==> src/rtl/input_ctrl_pkg.sv <==
`default_nettype none
// ============================================================================
//  Module      : input_ctrl_pkg
//  Description : Shared keycode constants, direction state type and the
//                keycode slot scan helper for the keyboard control front end.
//  Revision    : 1.0 - initial release
// ============================================================================
package input_ctrl_pkg;

    // USB HID usage codes for the keys the game cares about
    localparam logic [7:0] KEY_LEFT  = 8'h50;
    localparam logic [7:0] KEY_A     = 8'h04;
    localparam logic [7:0] KEY_RIGHT = 8'h4F;
    localparam logic [7:0] KEY_D     = 8'h07;
    localparam logic [7:0] KEY_SPACE = 8'h2C;

    // Number of 8-bit keycode slots in one report word
    localparam int unsigned NUM_SLOTS = 4;

    // Direction FSM states
    typedef enum logic [1:0] {
        D_NONE  = 2'd0,
        D_LEFT  = 2'd1,
        D_RIGHT = 2'd2
    } dir_t;

    // True when any slot carries either of the two given codes. Slot order
    // and duplicates do not matter; an empty slot (8'h00) never matches
    // because none of the game keys use code zero.
    function automatic logic key_held(input logic [31:0] codes,
                                      input logic [7:0]  code_a,
                                      input logic [7:0]  code_b);
        logic hit;
        hit = 1'b0;
        for (int k = 0; k < NUM_SLOTS; k++) begin
            if ((codes[8*k +: 8] == code_a) || (codes[8*k +: 8] == code_b)) begin
                hit = 1'b1;
            end
        end
        return hit;
    endfunction

endpackage : input_ctrl_pkg
`default_nettype wire

==> src/rtl/input_ctrl_frame_tick_gen.sv <==
`default_nettype none
// ============================================================================
//  Module      : frame_tick_gen
//  Description : Brings the asynchronous frame strobe into the Clk domain
//                through a two-flop synchronizer and turns its rising edge
//                into a registered single-cycle frame_tick. frame_tick is
//                high on the third Clk edge after frame_clk rises.
//  Revision    : 1.0 - initial release
// ============================================================================
module frame_tick_gen (
    input  logic Clk,
    input  logic Reset_n,
    input  logic frame_clk,
    output logic frame_tick
);

    logic r_sync_meta;
    logic r_sync_out;
    logic r_sync_last;
    logic r_tick;

    // Two-flop synchronizer for the asynchronous frame strobe
    always_ff @(posedge Clk or negedge Reset_n) begin
        if (!Reset_n) begin
            r_sync_meta <= 1'b0;
            r_sync_out  <= 1'b0;
        end else begin
            r_sync_meta <= frame_clk;
            r_sync_out  <= r_sync_meta;
        end
    end

    // Registered rising-edge detect; clearing r_sync_last in reset means a
    // strobe already high at reset release still yields one tick
    always_ff @(posedge Clk or negedge Reset_n) begin
        if (!Reset_n) begin
            r_sync_last <= 1'b0;
            r_tick      <= 1'b0;
        end else begin
            r_sync_last <= r_sync_out;
            r_tick      <= r_sync_out & ~r_sync_last;
        end
    end

    assign frame_tick = r_tick;

endmodule : frame_tick_gen
`default_nettype wire

==> src/rtl/input_ctrl.sv <==
`default_nettype none
// ============================================================================
//  Module      : input_ctrl
//  Description : Keyboard-to-control front end. Scans the four-slot keycode
//                report once per frame tick and produces frame-stable
//                left/right levels plus a one-Clk fire pulse with a
//                configurable cooldown between accepted shots.
//                Optional feature macro: INPUT_CTRL_AUTOFIRE_EN - when
//                defined, holding the fire key re-fires after every
//                cooldown instead of requiring a release between shots.
//  Revision    : 1.0 - initial release
// ============================================================================
module input_ctrl
    import input_ctrl_pkg::*;
#(
    parameter int unsigned FIRE_COOLDOWN = 8,
    parameter int unsigned CD_W          = 8
) (
    input  logic        Clk,
    input  logic        Reset_n,
    input  logic        frame_clk,
    input  logic [31:0] keycodes,
    output logic        left,
    output logic        right,
    output logic        fire
);

    localparam logic [CD_W-1:0] c_cd_load = CD_W'(FIRE_COOLDOWN);
    localparam logic [CD_W-1:0] c_cd_one  = CD_W'(1);

    logic            w_frame_tick;
    logic            w_l;
    logic            w_r;
    logic            w_f;
    logic            w_cd_zero;
    logic            w_shot;
    dir_t            w_dir_next;

    dir_t            r_state;
    logic            r_l_prev;
    logic            r_r_prev;
    logic            r_f_prev;
    logic            r_left;
    logic            r_right;
    logic            r_fire;
    logic [CD_W-1:0] r_cd;

    frame_tick_gen u_frame_tick_gen (
        .Clk        (Clk),
        .Reset_n    (Reset_n),
        .frame_clk  (frame_clk),
        .frame_tick (w_frame_tick)
    );

    // Key presence decode; both arrow keys and WASD-style letters count
    assign w_l = key_held(keycodes, KEY_LEFT,  KEY_A);
    assign w_r = key_held(keycodes, KEY_RIGHT, KEY_D);
    assign w_f = key_held(keycodes, KEY_SPACE, KEY_SPACE);

    assign w_cd_zero = (r_cd == '0);

`ifdef INPUT_CTRL_AUTOFIRE_EN
    // Holding fire repeats as soon as the cooldown has expired
    assign w_shot = w_f & w_cd_zero;

    logic w_unused_f_prev;
    assign w_unused_f_prev = r_f_prev;
`else
    // Each shot needs a fresh press: fire must have been absent last tick
    assign w_shot = w_f & w_cd_zero & ~r_f_prev;
`endif

    // Direction next-state: fixed left priority on a simultaneous press
    // from idle, otherwise the most recently pressed direction wins
    always_comb begin
        w_dir_next = r_state;
        case (r_state)
            D_NONE: begin
                if (w_l) begin
                    w_dir_next = D_LEFT;
                end else if (w_r) begin
                    w_dir_next = D_RIGHT;
                end
            end
            D_LEFT: begin
                if (!w_l && w_r) begin
                    w_dir_next = D_RIGHT;
                end else if (!w_l && !w_r) begin
                    w_dir_next = D_NONE;
                end else if (w_l && w_r && !r_r_prev) begin
                    w_dir_next = D_RIGHT;
                end
            end
            D_RIGHT: begin
                if (!w_r && w_l) begin
                    w_dir_next = D_LEFT;
                end else if (!w_r && !w_l) begin
                    w_dir_next = D_NONE;
                end else if (w_l && w_r && !r_l_prev) begin
                    w_dir_next = D_LEFT;
                end
            end
            default: begin
                w_dir_next = D_NONE;
            end
        endcase
    end

    // Direction FSM with registered one-hot style level outputs, frame-gated
    always_ff @(posedge Clk or negedge Reset_n) begin
        if (!Reset_n) begin
            r_state  <= D_NONE;
            r_l_prev <= 1'b0;
            r_r_prev <= 1'b0;
            r_left   <= 1'b0;
            r_right  <= 1'b0;
        end else if (w_frame_tick) begin
            r_state  <= w_dir_next;
            r_l_prev <= w_l;
            r_r_prev <= w_r;
            r_left   <= (w_dir_next == D_LEFT);
            r_right  <= (w_dir_next == D_RIGHT);
        end
    end

    // Fire pulse and saturating cooldown counter; a shot reloads the
    // counter instead of decrementing it on the same tick
    always_ff @(posedge Clk or negedge Reset_n) begin
        if (!Reset_n) begin
            r_cd     <= '0;
            r_f_prev <= 1'b0;
            r_fire   <= 1'b0;
        end else begin
            r_fire <= 1'b0;
            if (w_frame_tick) begin
                r_f_prev <= w_f;
                if (w_shot) begin
                    r_fire <= 1'b1;
                    r_cd   <= c_cd_load;
                end else if (!w_cd_zero) begin
                    r_cd <= r_cd - c_cd_one;
                end
            end
        end
    end

    assign left  = r_left;
    assign right = r_right;
    assign fire  = r_fire;

endmodule : input_ctrl
`default_nettype wire
==> config.mk <==
export PLATFORM = sky130hd
export DESIGN_NAME = input_ctrl
export DESIGN_NICKNAME = d
export VERILOG_FILES = /design/src/rtl/input_ctrl_pkg.sv /design/src/rtl/input_ctrl_frame_tick_gen.sv /design/src/rtl/input_ctrl.sv
export SDC_FILE = /design/constraint.sdc
export NUM_CORES = 1
export LEC_CHECK = 0
export BUFFER_PORTS_ARGS = -buffer_cell sky130_fd_sc_hd__buf_2
export CAP_MARGIN = 5
export CORE_ASPECT_RATIO = 1.4
export CORE_MARGIN = 4
export CORE_UTILIZATION = 52
export CTS_BUF_LIST = sky130_fd_sc_hd__clkbuf_8
export DETAILED_ROUTE_END_ITERATION = 10
export GPL_ROUTABILITY_DRIVEN = 0
export PLACE_DENSITY = 0.92
export SYNTH_ARGS = -nofsm -noshare
export SYNTH_HDL_FRONTEND = slang
export SYNTH_HIERARCHICAL = 1
export SYNTH_SLANG_ARGS = --single-unit
==> constraint.sdc <==
create_clock -name Clk -period 1.95 [get_ports Clk]
set_clock_uncertainty 0.05 [all_clocks]
set_input_delay 0.0975 -clock Clk [delete_from_list [all_inputs] [get_ports Clk]]
set_output_delay 0.0975 -clock Clk [all_outputs]
set_load 0.01 [all_outputs]
# == Word-level counts from Yosys, hierarchy flattened ==
# Index checks and enable logic that the tools add are counted.
# classes
add_sub_neg,1
n_mul,0
div_mod_pow,0
magnitude_cmp,0
n_eq_ne,25
n_shift,0
mux,25
bitwise,5
reduce_logical,21
# op_table
op,count
"== test 8 x 3 -> 1 bit, second input constant",8
"== test 8 x 7 -> 1 bit, second input constant",8
"== test 8 x 6 -> 1 bit, second input constant",4
2-to-1 mux 2 bit,8
2-to-1 mux 8 bit,2
2-to-1 mux 1 bit,14
zero test 8 bit,1
logical OR 1 bit,8
"subtractor 8 x 1 -> 8 bit, second input constant",1
logical AND 1 bit,6
one-hot mux 2 bit (3 select lines),1
"== test 2 x 1 -> 1 bit, second input constant",2
"== test 2 bit, second input constant",2
zero test 1 bit,4
bitwise AND 1 bit,3
zero test 2 bit,1
"inequality test 2 x 1 -> 1 bit, second input constant",1
NOT 1 bit,2
AND reduction 2 bit,1
# totals
register_bits,20
latchBits,0
ram_bits,0
romBits,0
inputBits,35
output_inout_bits,3
word_cells,89
mem_count,0

# == Longest topological paths before layout ==
# Gate-level depths: netlist of run 1.
# depth
depth_word,13
mapped_depth,7

# == Modules after synthesis ==
# Netlist of run 1, hierarchy kept.
# by_module_without_submodules
mod,n_inst,cells_each,area_each_um2,seq_area_each_um2
input_ctrl,1,113,1056.0,400.4
frame_tick_gen,1,5,113.9,100.1

# == Worst setup path after synthesis of run 1 ==
# OpenSTA, ideal clock, no wires.
# synth_path
kind,flip-flop to flip-flop
startpoint,register r_cd[5]
endpoint,register r_cd[1]
setup_time_ns,0.133
t_arrival_ns,1.563
t_required_ns,1.767
path_slack_ns,0.204
path_stages_with_launch,5
path_buffers,0
period_less_slack_ns,1.746
path_cell_list,dfrtp_1 > or4_4 > or3_4 > a31oi_4 > o22ai_1
# synth_between
elab_chain_len,5
# synth_rtl
item,line_no,text
start: declaration,input_ctrl.sv:46,logic [CD_W-1:0] r_cd;
start signal: assignment,input_ctrl.sv:139,r_cd <= c_cd_load;
start signal: assignment,input_ctrl.sv:141,r_cd <= r_cd - c_cd_one;
zero test 8 bit *,input_ctrl.sv:60,assign w_cd_zero = (r_cd == '0);
bitwise AND 1 bit (2 in a row),input_ctrl.sv:70,assign w_shot = w_f & w_cd_zero & ~r_f_prev;
inequality test 2 x 1 -> 1 bit (no source line),-,
AND reduction 2 bit (no source line),-,
# Every way passes the cells marked *; elsewhere a longest branch is shown, timed or not.
# A chain may end at the register's enable or synchronous reset.

# == Final worst setup path of run 1 ==
# Same ends and word-level chain as after synthesis.

==> metrics, run 1 <==
number of global-route vias before repair between 1,000 and 1,500; registers with the most flip-flops r_cd: 8 flops, r_state: 2 flops; kind of launch point of the worst setup path flip-flop; flip-flop count of the largest register after layout 8; total CTS buffers 3; number of DRC violations after detailed-routing iteration 0 26; DIE HEIGHT roughly 64 um; ports placed on the boundary 38; Detail Placement HPWL 2.28 mm; Starting Density 0.544; crit path cell chain or4_4 > or3_4 > a31oi_4 > o22ai_1; number of routed nets with antenna violations 0; FP Rows 20; library cell used as clock root buffer sky130_fd_sc_hd__clkbuf_8; number of I/O port buffers 37; portion of total power attributed to the clock network 0.307; commonest non-fill, non-tap cell in the layout sky130_fd_sc_hd__buf_2; largest net degree at the start of global routing 21; highest-count cells in the layout ignoring fill and taps sky130_fd_sc_hd__buf_2, sky130_fd_sc_hd__dfrtp_1, sky130_fd_sc_hd__inv_1; combined area of all synthesized cells 1170 um2; final setup violation count 0; number of instances in the synthesized netlist 118; FMAX 0.542 GHz; worst max-slew margin expressed relative to the limit 0.674; VDD IR max 0.583 mV; setup_tns 0 ns; total routing usage reported by global routing 0.195; standard cell with the maximum stage delay on the critical path sky130_fd_sc_hd__or4_4; Die Footprint 3080 um2; Pwr Density 905 nW/um2; shortest period the worst path allows 1.85 ns; hold violation total from the final report 0; Synth-to-Final Area Change 26.7%; Remaining Overflow, GRT 0; number of nets in the layout 198; area inside the core boundary 2150 um2; vias after detailed routing 1,129; element type at the critical path end flip-flop; Synth Net Count approximately 150; Worst Hold Margin 0.212 ns; classification of the worst setup path reg -> reg; Period Utilization, post-route 0.947; core utilization of the finished layout 0.689; post-synthesis async set-or-reset flop share 1.00; switching portion of total power 0.296; clk buf depth 2; max-cap violations 0; P_leak ~0.00062 uW; library cells used by synthesis 38; remaining design rule violation count 0; proportion of layout cells with a drive suffix above 1 0.323; Top FF cell, synth sky130_fd_sc_hd__dfrtp_1; sequential power share 0.452; level count of the clock H-tree 1; final routed wire length divided by cell count 15.1 um; max-slew violation count 0; diode insertion count for antenna repair 0; length of the first detailed-routing pass in iterations 4; CTS tree done; unrepaired setup endpoints after global routing no; endpoint arrival time on the critical path 1.93 ns; Avg Inst Size Synth about 10 um2; initial antenna violation count 0; die outline width 48.1 um; average via count per standard cell 6.17; net switching power 398 uW; maximum single-stage delay on the critical path a little under 0.6 ns; largest register by flop count r_cd; synth warn 6; EDFF count, synth 0; largest fanout of any net on the critical path 5; clock transition time at the flip-flop clock pins of the worst setup and hold paths 0.07 ns; number of synthesized register bits 20; Post-CTS Setup Inserts 0; status complete, no violations; clock insertion delay at the later pin of the skew report 0.26 ns; sequential share of the synthesized area 0.428; first-pass GRT wire length between 4 and 5 mm; internal cell power roughly 940 uW; total clock sinks 20; type of the most critical hold path in -> reg; transition at the pin with the smallest max-transition slack 0.476 ns; Critical Path RT a little over 2 ns; total detailed-routing wirelength 2.76 mm; combinational share of power 0.240
## path summary, 6_finish.rpt
path,slack [ns],from,cells past startpoint,to
max reg2reg,0.10,r_cd[5],4,r_cd[1]
max in group asynchronous,1.31,Reset_n,2,fire
min,0.21,keycodes[22],4,fire
min in group asynchronous,0.25,Reset_n,2,r_l_prev
max,0.10,r_cd[5],4,r_cd[1]
min reg2reg,0.31,u_frame_tick_gen/r_sync_meta,0,u_frame_tick_gen/r_sync_out
## cell usage after synthesis, drive strengths merged, types with 2 or more instances
| cell type | instances | area [um2] |
|---|---|---|
| a211oi | 2 | 15.0 |
| or3b | 4 | 35.0 |
| nand3 | 2 | 10.0 |
| nor3 | 4 | 20.0 |
| nor2 | 7 | 26.3 |
| a21oi | 3 | 15.0 |
| nand2 | 7 | 26.3 |
| nor4 | 7 | 43.8 |
| o22ai | 5 | 31.3 |
| o21bai | 2 | 15.0 |
| nand4b | 3 | 26.3 |
| o21ai | 4 | 20.0 |
| xnor2 | 2 | 17.5 |
| dfrtp | 20 | 500 |
| nand3b | 4 | 30.0 |
| xor2 | 7 | 61.3 |
| a41oi | 2 | 25.0 |
| or3 | 3 | 23.8 |
| a2111oi | 2 | 17.5 |
| or4 | 5 | 42.5 |
| inv | 8 | 30.0 |
| o211ai | 2 | 15.0 |
| nand2b | 4 | 25.0 |
## through the flow
step	total power, uW	setup slack (ns)	instance area, um2	std cells
2_1_floorplan	800	0.204	1170	118
3_3_place_gp	893	0.171	1390	177
3_5_place_dp	924	0.0955	1390	177
4_1_cts	1340	0.0645	1480	183
5_1_grt	1410	0.0426	1480	183
6_report	1340	0.104	1480	183
## worst max-delay path: cells and delay by family (launching register included)
family,cells,cell delay (ns)
DFF,1,0.42
AOI/OAI and AO/OA,2,0.27
and+or+nand+nor,2,0.98
## power by group through the flow
stage / combinational (uW) / clock, uW / sequential [uW]
2_1_floorplan: 214 / 0 / 587
6_report: 323 / 412 / 607
3_3_place_gp: 294 / 0 / 599
5_1_grt: 359 / 434 / 617
3_5_place_dp: 314 / 0 / 610
4_1_cts: 321 / 417 / 602
## layer usage
layer	global-route usage	wire length, um	up-vias
li1	-	-	532
met1	0.184	978	537
met2	0.343	1490	51
met3	0.0648	209	9
met4	0.101	84	0
met5	0	0	-
## cells by family (layout without fill, tap and decap cells)
family                     after synthesis  after routing  share of synthesized area
DFF                                     20             20                      0.428
adders and majority gates                1              1                     0.0107
buffers and inverters                    9             52                     0.0289
AOI/OAI and AO/OA                       24             24                      0.157
xor gates and xnor gates                 9              9                     0.0674
and+or+nand+nor                         55             55                      0.308
## timing repair
action                                 4_1_cts  5_1_grt
resized for setup                            0        1
setup endpoints to repair                    0        3
hold buffers                                 2        0
endpoints found under the hold margin       21        0
## area by class of cell
cell class / count / area, um2
well taps: 22 / 27.5
inverters: 8 / 30.0
flip-flops and latches: 20 / 500
fillers: 162 / 669
multi-input cells: 89 / 641
clock buffers: 3 / 41.3
repair buffers: 40 / 213
clock inverters: 1 / 30.0
No activity file was read; power rests on OpenSTA's default activity.
==> run 2, diff against run 1 <==
--- a/config.mk
+++ b/config.mk
@@ -5,11 +5,12 @@
 export SDC_FILE = /design/constraint.sdc
 export NUM_CORES = 1
 export LEC_CHECK = 0
+export ABC_AREA = 1
 export BUFFER_PORTS_ARGS = -buffer_cell sky130_fd_sc_hd__buf_2
 export CAP_MARGIN = 5
 export CORE_ASPECT_RATIO = 1.4
 export CORE_MARGIN = 4
-export CORE_UTILIZATION = 52
+export CORE_UTILIZATION = 54
 export CTS_BUF_LIST = sky130_fd_sc_hd__clkbuf_8
 export DETAILED_ROUTE_END_ITERATION = 10
 export GPL_ROUTABILITY_DRIVEN = 0
==> constraint.sdc (replaced) <==
create_clock -name Clk -period 1.95 [get_ports Clk]
set_clock_uncertainty 0.05 [all_clocks]
set_input_delay 0.2925 -clock Clk [delete_from_list [all_inputs] [get_ports Clk]]
set_output_delay 0.2925 -clock Clk [all_outputs]
set_load 0.01 [all_outputs]
==> run 2 against run 1 <==
Effect of this change:
- largest power group unchanged
- global-route usage is 0.45 points higher
- cell count grew 64%
- wire length rose by 14%
- critical path type unchanged
- count of clock-buffer cells in the layout unchanged
- worst hold slack worse by 0.13 ns
==> metrics, run 2 <==
combinational share of power 0.332; area inside the core boundary about 2400 um2; number of inserted filler cells in the final layout 215; highest-count cells in the layout ignoring fill and taps sky130_fd_sc_hd__nand2_1, sky130_fd_sc_hd__nor2_1, sky130_fd_sc_hd__buf_2, sky130_fd_sc_hd__inv_1, sky130_fd_sc_hd__nand3_1; average via count per standard cell around 4.9; Period Utilization, post-route 0.940; die outline width 51.2 um; Detail Placement HPWL 2.52 mm; number of DRC violations after detailed-routing iteration 0 44; synth warn 6; net switching power 505 uW; number of global-route vias before repair 1,381; flip-flop count of the largest register after layout 8; Pwr Density 851 nW/um2; proportion of synthesized area in mux cells 0; simple logic cell fraction of the synthesized area 0.468; library cell used as clock root buffer sky130_fd_sc_hd__clkbuf_8; hold worst-path end u_frame_tick_gen/r_sync_meta; Synth Net Count approximately 260; Avg Inst Size Synth ~6.4 um2; level count of the clock H-tree 1; switching portion of total power 0.335; FMAX 0.546 GHz; endpoint arrival time on the critical path 1.99 ns; Critical Path RT 2.10 ns; max-slew violation count 0; most frequently used cell type in the post-synthesis netlist sky130_fd_sc_hd__nand2_1; number of I/O port buffers 37; remaining design rule violation count 0; reg-to-reg endpoint r_cd[3]; classification of the worst setup path reg -> reg; vias after detailed routing roughly 1,500; number of nets in the layout between 300 and 400; number of cell instances on the worst register-to-register path 9; Cells after DPL between 200 and 300; clk buf depth 2; area share of xor/xnor cells in the synthesized design 0.0248; Hold Path Depth 1; worst max-slew margin expressed relative to the limit 0.713; library cells used by synthesis 22; type of the most critical hold path in -> reg; largest cells by area after synthesis sky130_fd_sc_hd__dfrtp_1, sky130_fd_sc_hd__nand2_1, sky130_fd_sc_hd__nor2_1; FP Rows 21; worst path setup slack after routing between 0.1 and 0.15 ns; diode insertion count for antenna repair 0; total routing usage reported by global routing 0.200; Register-to-Register Setup Slack about 0.12 ns; reg-to-reg critical path startpoint r_cd[1]; P_leak 0.00101 uW; VDD IR max between 0.9 and 1 mV; combinational family with the most area after synthesis simple AND/OR/NAND/NOR gates; final routed wire length divided by cell count 10.5 um; kind of launch point of the worst setup path flip-flop; combined area of all synthesized cells 1410 um2; Remaining Overflow, GRT 0; length of the first detailed-routing pass in iterations 4; portion of synthesized cell area occupied by the leading cell type 0.355; proportion of layout cells with a drive suffix above 1 0.213; sequential power share 0.395; worst slack, placed 0.158 ns; CTS tree done; commonest non-fill, non-tap cell in the layout sky130_fd_sc_hd__nand2_1; maximum single-stage delay on the critical path 0.40 ns; clock transition time at the flip-flop clock pins of the worst setup and hold paths about 0.070 ns; element type at the critical path end flip-flop; post-synthesis async set-or-reset flop share 1.00; hold violation total from the final report 0; Synth-to-Final Area Change 25.4%; Non-Filler Instances between 300 and 400; internal cell power 1000 uW; complex-gate fraction of the synthesized area 0.0355; portion of total power attributed to the clock network 0.273; total clock sinks 20; most used cell, CP sky130_fd_sc_hd__nand4_1; first-pass GRT wire length about 5.3 mm; status complete, no violations; Top FF cell, synth sky130_fd_sc_hd__dfrtp_1; initial antenna violation count 0; standard cell with the maximum stage delay on the critical path sky130_fd_sc_hd__dfrtp_1; most common library cells after synthesis sky130_fd_sc_hd__nand2_1, sky130_fd_sc_hd__nor2_1, sky130_fd_sc_hd__inv_1, sky130_fd_sc_hd__nand3_1, sky130_fd_sc_hd__dfrtp_1; total CTS buffers 3; largest register by flop count r_cd; Hold Path Origin frame_clk; crit path cell chain inv_2 > ha_4 > nand4_1 > nor3_4 > nand4_4 > nand2_4 > buf_2 > nand4_1 > nand3_1; DIE HEIGHT 68.5 um; core utilization of the finished layout 0.725; setup_tns 0 ns; ports placed on the boundary 38; number of routed nets with antenna violations 0; clock insertion delay at the later pin of the skew report 0.26 ns; Post-Synth Adder-Cell Area 0.00887; Die Footprint 3510 um2; registers with the most flip-flops r_cd: 8 flops, r_state: 2 flops; final setup violation count 0; shortest period the worst path allows 1.83 ns; sequential share of the synthesized area 0.355; cell taking the most area after synthesis sky130_fd_sc_hd__dfrtp_1; largest net degree at the start of global routing 21; transition at the pin with the smallest max-transition slack 0.430 ns; largest fanout of any net on the critical path 6; number of synthesized register bits 20; EDFF count, synth 0; max-cap violations 0; Starting Density 0.578; number of instances in the synthesized netlist between 200 and 250; total detailed-routing wirelength 3.15 mm; total power 1510 uW
==> run 2: cells by family (layout without fill, tap and decap cells) <==
group,Yosys count,in the layout
buffers and inverters,40,87
AOI/OAI and AO/OA,9,9
xor gates and xnor gates,4,4
and+or+nand+nor,146,146
DFF,20,20
adders and majority gates,1,1
==> run 2: per-stage QoR <==
| stage | hold slack, ns | area, um2 |
|---|---|---|
| after floorplan | -0.0531 | 1410 |
| after global placement | 0.203 | 1640 |
| after detailed placement | 0.204 | 1640 |
| after CTS | 0.0740 | 1720 |
| after global routing | 0.0810 | 1770 |
| final | 0.0818 | 1770 |
==> run 2: how the worst max path moves through the flow <==
stage / from / endpoint / slack (ns)
floorplan: r_cd[0] / r_cd[3] / 0.28
CTS: r_cd[1] / r_cd[3] / 0.15
global placement: r_cd[1] / r_cd[3] / 0.28
detailed placement: r_cd[1] / r_cd[3] / 0.16
finish: r_cd[1] / r_cd[3] / 0.12
global route: r_cd[1] / r_cd[5] / -0.02
==> run 2: layout make-up <==
| cell class | count | area [um2] | share of cell area |
|---|---|---|---|
| repair buffers | 44 | 238 | 0.134 |
| clock buffers | 3 | 41.3 | 0.0233 |
| flip-flops and latches | 20 | 500 | 0.283 |
| well taps | 34 | 42.5 | 0.0240 |
| clock inverters | 1 | 30.0 | 0.0170 |
| multi-input cells | 160 | 771 | 0.435 |
| inverters | 39 | 148 | 0.0834 |
==> run 2: repair_timing <==
item	4_1_cts	5_1_grt
setup buffers	0	5
endpoints found under the hold margin	20	0
hold buffers	1	0
setup endpoints to repair	0	2
gates resized for setup	0	5
==> run 2: power by group through the flow <==
stage,clock (uW),combinational [uW],sequential (uW)
4_1_cts,420,437,586
6_report,411,501,595
2_1_floorplan,0,313,569
3_5_place_dp,0,432,594
5_1_grt,432,586,602
3_3_place_gp,0,418,590
==> run 2: worst max-delay path, delay by kind of cell (launching register included) <==
kind / cells / cell delay, ns
adders and majority gates: 1 / 0.14
buffers and inverters: 2 / 0.25
DFF: 1 / 0.40
and+or+nand+nor: 6 / 0.93
==> run 2: metal layers <==
metal	vias up	track usage	wire length, um
li1	782	-	-
met1	663	0.198	1240
met2	32	0.400	1730
met3	7	0.0215	117
met4	0	0.104	67
met5	-	0	0
